===== src/rtl/irq_pending_ctrl.sv =====
// Interrupt collector: synchronizes eight IRQ lines and latches them into PENDING (edge or level per source).
// A slave on the datapath data bus; reads are combinational and have zero latency.
module irq_pending_ctrl #(
    parameter logic [31:0] BASE_ADDR    = 32'hFFFF_0100,
    parameter logic [7:0]  RESET_MODE   = 8'hFF,
    parameter logic [7:0]  RESET_ENABLE = 8'h00
) (
    input  logic        iCLK,
    input  logic        iRST,
    input  logic [7:0]  iIRQ,
    input  logic        iReadEnable,
    input  logic        iWriteEnable,
    input  logic [3:0]  iByteEnable,
    input  logic [31:0] iAddress,
    input  logic [31:0] iWriteData,
    output logic [31:0] oReadData,
    output logic [7:0]  oPendingInterrupt,
    output logic        oIRQAny
);

    localparam logic [2:0] OFF_PENDING = 3'd0;
    localparam logic [2:0] OFF_ENABLE  = 3'd1;
    localparam logic [2:0] OFF_MODE    = 3'd2;
    localparam logic [2:0] OFF_RAW     = 3'd3;
    localparam logic [2:0] OFF_SET     = 3'd4;
    localparam logic [2:0] OFF_OVERRUN = 3'd5;

    logic [7:0] irqSync1, irqSync2, irqPrev;
    logic [7:0] pending, enable, mode, overrun;
    logic [7:0] pendingNext, overrunNext;
    logic [7:0] edgeDet, setBits, clrPending, clrOverrun, wrByte;
    logic [2:0] offset;
    logic       sel, wrEn;
    logic       unusedBits;

    assign sel    = (iAddress[31:5] == BASE_ADDR[31:5]);
    assign offset = iAddress[4:2];
    assign wrEn   = iWriteEnable & sel & iByteEnable[0];
    assign wrByte = iWriteData[7:0];

    assign unusedBits = ^{iWriteData[31:8], iByteEnable[3:1], iAddress[1:0]};

    assign edgeDet    = irqSync2 & ~irqPrev;
    assign setBits    = (wrEn && offset == OFF_SET)     ? wrByte : 8'h00;
    assign clrPending = (wrEn && offset == OFF_PENDING) ? wrByte : 8'h00;
    assign clrOverrun = (wrEn && offset == OFF_OVERRUN) ? wrByte : 8'h00;

    // Level sources simply follow s2, so a W1C only sticks once the line is low.
    always_comb begin
        pendingNext = 8'h00;
        overrunNext = 8'h00;
        for (int i = 0; i < 8; i++) begin
            if (mode[i]) begin
                pendingNext[i] = edgeDet[i] | setBits[i] | (pending[i] & ~clrPending[i]);
            end else begin
                pendingNext[i] = irqSync2[i] | setBits[i];
            end
            overrunNext[i] = (overrun[i] & ~clrOverrun[i])
                           | (mode[i] & edgeDet[i] & pending[i] & ~clrPending[i]);
        end
    end

    always_ff @(posedge iCLK) begin
        if (!iRST) begin
            irqSync1 <= 8'h00;
            irqSync2 <= 8'h00;
            irqPrev  <= 8'h00;
            pending  <= 8'h00;
            overrun  <= 8'h00;
            enable   <= RESET_ENABLE;
            mode     <= RESET_MODE;
        end else begin
            irqSync1 <= iIRQ;
            irqSync2 <= irqSync1;
            irqPrev  <= irqSync2;
            pending  <= pendingNext;
            overrun  <= overrunNext;
            if (wrEn && offset == OFF_ENABLE) enable <= wrByte;
            if (wrEn && offset == OFF_MODE)   mode   <= wrByte;
        end
    end

    always_comb begin
        oReadData = 32'h0;
        if (iReadEnable && sel) begin
            case (offset)
                OFF_PENDING: oReadData = {24'h0, pending};
                OFF_ENABLE:  oReadData = {24'h0, enable};
                OFF_MODE:    oReadData = {24'h0, mode};
                OFF_RAW:     oReadData = {24'h0, irqSync2};
                OFF_OVERRUN: oReadData = {24'h0, overrun};
                default:     oReadData = 32'h0;
            endcase
        end
    end

    assign oPendingInterrupt = pending & enable;
    assign oIRQAny           = |oPendingInterrupt;

endmodule


===== config.mk =====
export PLATFORM = sky130hd
export DESIGN_NAME = irq_pending_ctrl
export DESIGN_NICKNAME = d
export VERILOG_FILES = /design/src/rtl/irq_pending_ctrl.sv
export SDC_FILE = /design/constraint.sdc
export NUM_CORES = 1
export LEC_CHECK = 0
export CORE_AREA = 2 2 68 103
export CTS_BUF_LIST = sky130_fd_sc_hd__clkbuf_8
export CTS_CLUSTER_DIAMETER = 60
export CTS_CLUSTER_SIZE = 28
export DETAILED_ROUTE_END_ITERATION = 7
export DIE_AREA = 0 0 70 105
export GPL_ROUTABILITY_DRIVEN = 0
export PLACE_DENSITY = 0.83
export REMOVE_ABC_BUFFERS = 1
export SLEW_MARGIN = 10
export SYNTH_ARGS = -nofsm -noshare
export SYNTH_HDL_FRONTEND = slang
export SYNTH_SLANG_ARGS = --single-unit

===== constraint.sdc =====
create_clock -name iCLK -period 4.8 [get_ports iCLK]
set_clock_uncertainty 0.05 [all_clocks]
set_input_delay 0.72 -clock iCLK [delete_from_list [all_inputs] [get_ports iCLK]]
set_output_delay 0.72 -clock iCLK [all_outputs]
set_load 0.02 [all_outputs]

* After elaboration in Yosys (flattened, before gate mapping) *
Index checks and enable logic that the tools add are counted.

cells by class
  equal/unequal tests = 6
  multiplexer cells = 13
  bitwise logic cells = 93
  reduce and logical (&&, ||, !) cells = 8

operators by type and width
  kind                  count
  $and 1x1->1           42
  $pmux 8 s5            1
  $mux 8                4
  $or 1x1->1            32
  $eq 27x27->1 const B  1
  $and 8x8->8           2
  $not 1->1             16
  $mux 1                8
  $not 8->8             1
  $reduce_or 8->1       1
  $eq 3x2->1 const B    2
  $eq 3x3->1 const B    2
  $logic_and 1x1->1     6
  $eq 3x1->1 const B    1
  $logic_not 3->1       1

word-level totals
  bits in registers = 56
  input bits = 80
  output and inout bits = 41
  logic and storage cells = 127

* Longest topological paths before layout *
Gate-level depths: netlist of run 1.

  word-level depth = 9
  mapped depth = 6
  gate-level depth less buffers = 4

* Least setup slack after synthesis of run 1 *
Ideal clock, no wire load.

  path type = input to output
  from = input iAddress[14]
  to = output oReadData[0]
  arrival time = 2331 ps
  required time = 4030 ps
  path slack = 1699 ps
  stages on the path = 6
  path buffers = 2
  cell sequence = or4b_4 > nor4_4 > buf_6 > buf_12 > nand4_4 > a21oi_1

on the way
  word-level cells in the longest chain between the ends = 3

ends and longest elaborated chain
  what                RTL line  source
  start: declaration  14        input logic [31:0] iAddress,
  $eq 27x27->1        36        assign sel = (iAddress[31:5] == BASE_ADDR[31:5]);
  $logic_and 1x1->1   85        if (iReadEnable && sel) begin
  $mux 8              85
  end: declaration    16        output logic [31:0] oReadData,

No other way between the ends.

* Final worst setup path of run 1 *
Same ends and word-level chain as after synthesis.

==> run metrics, run 1 <==
GR Util met2=0.352; status=finished, final reports clean; overall routed net length=7310 um; Post-CTS Setup Repair Bufs=0; maximum number of pins on one net before global-route repair=51; number of cells in the finished layout apart from fillers=466; sequential area share after synthesis=0.393; share of the synthesized area in the top cell type=0.393; maximum capacitance violations=0; number of instances in the synthesized netlist=324; CP max FO=8; level count of the clock H-tree=2; total gr overflow=0; power density over the cells=260 mW/mm2; Vias/cell=5.65; worst supply voltage drop on vdd=0.124 mV; initial core utilization=0.446; CTS tree=yes; Root Buffer=sky130_fd_sc_hd__clkbuf_8; cell type of the slowest stage on the worst timing path=sky130_fd_sc_hd__clkdlybuf4s50_1; worst-case clock buffer depth=2; leakage power of the design=1.55 nW; Largest delay share family, worst path=simple AND/OR/NAND/NOR gates; DRC marker count from the first detailed-route iteration=186; worst path bufs/invs=2; placed wire-length estimate after detailed placement=5210 um; total of warnings raised by yosys=0; core area=0.00640 mm2; number of port buffers=67; number of global-route vias before repair=2554; final setup violation count=0; vias after detailed routing=2633; antenna cell count=0; Layout Area Growth over Synthesis=27.0%; floorplan die width=70 um; number of CTS-inserted buffers=5; transition at the pin with the smallest max-transition slack=0.954 ns; clk sink count=56; Final TNS setup=0 ns; Final Hold Viols=0; Antenna Violating Nets Remaining=0; clock latency on the worst-skew pair=0.31 ns; synth top area cells=sky130_fd_sc_hd__dfxtp_1 (39%), sky130_fd_sc_hd__mux2i_1 (8.1%), sky130_fd_sc_hd__and2_1 (6.8%), sky130_fd_sc_hd__buf_4 (6.3%), sky130_fd_sc_hd__nand2_1 (4.5%); syn avg cell area=8.80 um2; tightest slew margin relative to the limit=0.358; count of cells resized by post-cts repair=0; global routing's busiest layer=met2; sort of element at the start of the critical path=input pin; area of all placed cells without fillers=0.00362 mm2; count of hold-fix buffers inserted at cts=0; dominant cell type by count on the critical path=sky130_fd_sc_hd__clkdlybuf4s50_1; met3 usage=0.0501; Post-Synthesis Cell Area=0.00285 mm2; top cell type by total area after synthesis=sky130_fd_sc_hd__dfxtp_1; global-route track usage on met1=0.225; Final Total Pwr=0.000941 W; setup repair after global routing missed its margin=false; DRC Markers=0; final critical-path share of the clock period=0.829; antenna violations before repair=0; category of the most critical setup path=in2out; floorplan die height=105 um; num rows=36; data arrival time of the worst path=3.21 ns; combined global-route utilization of all metal layers=0.201; critical path required time=4.03 ns; Critical Path Max Stage Delay=0.65 ns; Detailed Routing Iterations Pass 1=5; sequence of cells on the critical path=clkdlybuf4s50_1 -> or4b_4 -> nor4_4 -> nand4_4 -> a21oi_1 -> clkdlybuf4s50_1; critical path capture point type=output pin; Peak Freq=251 MHz; Max Slew Vio Count=0; final layout net count=469; Placement Cell Area=0.00349 mm2; placed cell count=458; global-route wire length before repair=11800 um; DIE AREA=0.00735 mm2; total of flip-flops plus latches after synthesis=56; WL/cell=15.7 um; number of top-level pins=121; clock-pin transition on the worst setup and hold timing paths=0.10 ns; share of post-route cells with drive strength above 1=0.0641; final critical delay including setup and external delays=3.98 ns; HP Class=reg2reg; post-synthesis cell type count=41; number of fill cells in the layout=593
-- per-stage QoR --
stage,setup WS (ns),util,hold WS (ns)
floorplan,1.37,-,0.362
global placement,0.850,0.546,0.365
detailed placement,0.844,0.546,0.369
CTS,0.828,0.566,0.393
global route,0.708,0.566,0.401
finish,0.822,0.566,0.391
-- flip-flops by register name (all words and copies together), names as in the netlist --
name      count
enable        8
irqPrev       8
irqSync1      8
irqSync2      8
mode          8
overrun       8
pending       8
-- placed cells by master (no fill, tap or decap), types with 9 or more instances in the layout --
master / Yosys / final
sky130_fd_sc_hd__a21oi_1: 16 / 16
sky130_fd_sc_hd__mux2i_1: 23 / 23
sky130_fd_sc_hd__and3_1: 9 / 9
sky130_fd_sc_hd__conb_1: 1 / 24
sky130_fd_sc_hd__inv_1: 9 / 9
sky130_fd_sc_hd__dfxtp_1: 56 / 56
sky130_fd_sc_hd__buf_4: 24 / 9
sky130_fd_sc_hd__and2_1: 31 / 31
sky130_fd_sc_hd__clkdlybuf4s50_1: 0 / 67
sky130_fd_sc_hd__nor2_1: 31 / 31
sky130_fd_sc_hd__nand2_1: 34 / 34
-- final cells by class --
| class | count | area [um2] | area share |
|---|---|---|---|
| well taps | 76 | 95.1 | 0.0263 |
| multi-input cells | 241 | 1510 | 0.416 |
| flip-flops and latches | 56 | 1120 | 0.310 |
| clock inverters | 1 | 30.0 | 0.00829 |
| inverters | 9 | 33.8 | 0.00933 |
| repair buffers | 76 | 738 | 0.204 |
| clock buffers | 7 | 96.3 | 0.0266 |
-- synthesized netlist by cell type, drive strengths merged --
cell,count
o21ai,7
and4,1
nor4,2
buf,30
nor3,3
or2,1
mux4,1
nor3b,2
nand2b,2
inv,9
a31oi,8
nor2b,1
nand2,34
a221o,8
conb,1
a22o,8
or4,3
nand4,4
a21oi,16
or4b,2
nand3b,1
nand3,2
dfxtp,56
a41oi,8
mux2i,23
and2,32
and3,9
a22oi,7
nand4b,1
nor2,31
clkbuf,11
-- per-layer routing --
metal / share of wire / up-vias
li1: - / 1227
met1: 0.38 / 1235
met2: 0.49 / 150
met3: 0.095 / 21
met4: 0.035 / 0
met5: 0 / -
-- power breakdown --
part	total [W]	switching, W	internal (W)
logic	0.000124	0.0000637	0.0000605
clock network	0.000333	0.000149	0.000184
registers	0.000483	0.00000623	0.000477
-- cell families after synthesis --
| logic type | count (synthesis) | synth area share |
|---|---|---|
| and+or+nand+nor | 131 | 0.252 |
| muxes | 24 | 0.0887 |
| buffers and inverters | 50 | 0.111 |
| AOI/OAI and AO/OA | 62 | 0.154 |
| other | 1 | 0.00132 |
| DFF | 56 | 0.393 |
-- path summary, 6_finish.rpt --
kind / from / end / slack, ns / cells past startpoint
setup reg to reg: mode[2] / pending[2] / 3.79 / 3
hold reg to reg: irqSync1[3] / irqSync2[3] / 0.39 / 1
setup / recovery: iAddress[14] / oReadData[0] / 0.82 / 6
hold / removal: irqSync1[3] / irqSync2[3] / 0.39 / 1
Note: power is estimated with default switching activity, not from simulation.
==> run 2: changes to the inputs <==
--- a/config.mk
+++ b/config.mk
@@ -5,14 +5,14 @@
 export SDC_FILE = /design/constraint.sdc
 export NUM_CORES = 1
 export LEC_CHECK = 0
-export CORE_AREA = 2 2 68 103
+export CORE_AREA = 2 2 69 104
 export CTS_BUF_LIST = sky130_fd_sc_hd__clkbuf_8
 export CTS_CLUSTER_DIAMETER = 60
 export CTS_CLUSTER_SIZE = 28
 export DETAILED_ROUTE_END_ITERATION = 7
-export DIE_AREA = 0 0 70 105
+export DIE_AREA = 0 0 71 106
 export GPL_ROUTABILITY_DRIVEN = 0
-export PLACE_DENSITY = 0.83
+export PLACE_DENSITY = 0.81
 export REMOVE_ABC_BUFFERS = 1
 export SLEW_MARGIN = 10
 export SYNTH_ARGS = -nofsm -noshare
==> constraint.sdc (replaced) <==
create_clock -name iCLK -period 3.98 [get_ports iCLK]
set_clock_uncertainty 0.05 [all_clocks]
set_input_delay 0.597 -clock iCLK [delete_from_list [all_inputs] [get_ports iCLK]]
set_output_delay 0.597 -clock iCLK [all_outputs]
set_load 0.02 [all_outputs]
==> run 2 against run 1 <==
- total power grew 8.4%
- routed wire length grew 1.1%
- combinational power grew 22%
- sequential cell count is the same
- core utilization shrank 3.2 points
- clock power shrank 14%
- non-clock buffer count grew 3
- final cell count grew 0.43%
- worst setup slack lost 0.54 ns
- register-to-register slack lost 0.80 ns
- sequential share of layout area grew 0.34 points
- largest cell class unchanged
- largest power group unchanged
==> run metrics, run 2 (synthesis gave the netlist of run 1 again) <==
final critical-path share of the clock period=0.930; register cell area after layout=0.00112 mm2 (unchanged); leakage power of the design=1.53 nW (-0.83%); Post-CTS Setup Repair Bufs=0 (unchanged); data arrival time of the worst path=3.05 ns (-0.16 ns); CTS tree=yes; category of the most critical setup path=in2out; critical path required time=3.33 ns (-0.70 ns); clock latency on the worst-skew pair=0.31 ns (about the same); DIE AREA=0.00753 mm2 (+2.4%); worst path bufs/invs=2 (unchanged); most common cell after layout, fill and taps aside=sky130_fd_sc_hd__clkdlybuf4s50_1; antenna cell count=0 (unchanged); sort of element at the start of the critical path=input pin; power density over the cells=285 mW/mm2 (+9.6%); dominant cell type by count on the critical path=sky130_fd_sc_hd__clkdlybuf4s50_1; level count of the clock H-tree=2 (unchanged); core area=0.00671 mm2 (+4.9%); count of cells resized by post-cts repair=0 (unchanged); count of hold-fix buffers inserted at cts=0 (unchanged); maximum number of pins on one net before global-route repair=51 (unchanged); HP Class=reg2reg; number of global-route vias before repair=2416 (-5.4%); global-route wire length before repair=11500 um (-2.8%); total gr overflow=0 (unchanged); Critical Path Max Stage Delay=0.64 ns (about the same); placed cell count=463 (+1.1%); floorplan die height=106 um (+0.95%); number of cells in the finished layout apart from fillers=468 (+0.43%); critical path capture point type=output pin; Max Slew Vio Count=0 (unchanged); worst hold margin=0.387 ns (-0.00351 ns); CP max FO=8 (unchanged); area used by multi-input combinational logic=0.00150 mm2 (-0.41%); clock-pin transition on the worst setup and hold timing paths=0.09 ns (about the same); status=finished, final reports clean; share of post-route cells with drive strength above 1=0.0615 (-0.00256); transition at the pin with the smallest max-transition slack=0.777 ns (-0.178 ns); WL/cell=15.8 um (+0.64%); Antenna Violating Nets Remaining=0 (unchanged); Final TNS setup=0 ns (unchanged); antenna violations before repair=0 (unchanged); Root Buffer=sky130_fd_sc_hd__clkbuf_8; num rows=37 (+2.8%); Largest delay share family, worst path=simple AND/OR/NAND/NOR gates; placed wire-length estimate after detailed placement=5300 um (+1.7%); sequence of cells on the critical path=clkdlybuf4s50_1 -> or4b_4 -> nor4_4 -> nand4_4 -> a21oi_1 -> clkdlybuf4s50_1; clk sink count=56 (unchanged); number of CTS-inserted buffers=5 (unchanged); floorplan die width=71 um (+1.4%); number of port buffers=67 (unchanged); final layout net count=472 (+0.64%); number of fill cells in the layout=607 (+2.4%); Detailed Routing Iterations Pass 1=5 (unchanged); maximum capacitance violations=0 (unchanged); utilization after layout=0.534 (-0.0325); DRC marker count from the first detailed-route iteration=303 (+63%); vias after detailed routing=2602 (-1.2%); final critical delay including setup and external delays=3.70 ns; Peak Freq=270 MHz; tightest slew margin relative to the limit=0.481 (+0.123); combined global-route utilization of all metal layers=0.195 (-0.00612); overall routed net length=7380 um (+1.1%); number of top-level pins=121 (unchanged); initial core utilization=0.425 (-0.0210); Final Hold Viols=0 (unchanged); worst-case clock buffer depth=2 (unchanged); DRC Markers=0 (unchanged); cell type of the slowest stage on the worst timing path=sky130_fd_sc_hd__clkdlybuf4s50_1; final setup violation count=0 (unchanged); worst supply voltage drop on vdd=0.156 mV (+26%); Layout Area Growth over Synthesis=25.7%; Vias/cell=5.56 (-1.6%); setup repair after global routing missed its margin=false; most used cells in the layout excluding fill and tap cells=sky130_fd_sc_hd__clkdlybuf4s50_1 (67), sky130_fd_sc_hd__dfxtp_1 (56), sky130_fd_sc_hd__nand2_1 (34)
==> run 2: cell types whose count changed in the layout (fill, tap and decap cells not counted) <==
cell / change
sky130_fd_sc_hd__nor4_2: -1
sky130_fd_sc_hd__buf_4: +3
sky130_fd_sc_hd__clkbuf_8: -2
sky130_fd_sc_hd__nor4_1: +1
sky130_fd_sc_hd__bufinv_16: -1
==> run 2: metal layers <==
| metal | global-route usage | part of all wire | vias up |
|---|---|---|---|
| met5 | 0 | 0 | - |
| met4 | 0.101 | 0.025 | 0 |
| met3 | 0.0455 | 0.088 | 13 |
| met2 | 0.340 | 0.51 | 146 |
| met1 | 0.216 | 0.37 | 1209 |
| li1 | - | - | 1234 |
==> run 2: path summary, 6_finish.rpt <==
kind	from	end	slack [ns]	cells past startpoint
max	iAddress[14]	oReadData[1]	0.28	6
min	irqSync1[1]	irqSync2[1]	0.39	1
max reg2reg	mode[3]	pending[3]	2.99	3
min reg2reg	irqSync1[1]	irqSync2[1]	0.39	1
==> run 2: area by class of cell <==
class	instances	area share
timing repair buffer	79	0.212
tap	78	0.0272
sequential	56	0.313
multi-input combinational	241	0.419
clock buffer	5	0.0192
inverter	9	0.00943
==> run 2: power by group <==
part	internal (W)	switching, W	leakage [nW]	total (W)
clock network	0.000114	0.000172	0.0359	0.000286
registers	0.000575	0.00000756	0.457	0.000583
logic	0.0000742	0.0000767	1.04	0.000151
total	0.000764	0.000256	1.53	0.00102
==> run 2: stage by stage <==
stage / instance area, um2 / setup WS, ns / total power (W)
floorplan: 2660 / 0.795 / 0.000659
global placement: 3510 / 0.271 / 0.000742
detailed placement: 3510 / 0.262 / 0.000746
CTS: 3580 / 0.270 / 0.00103
global route: 3580 / 0.203 / 0.00106
finish: 3580 / 0.279 / 0.00102
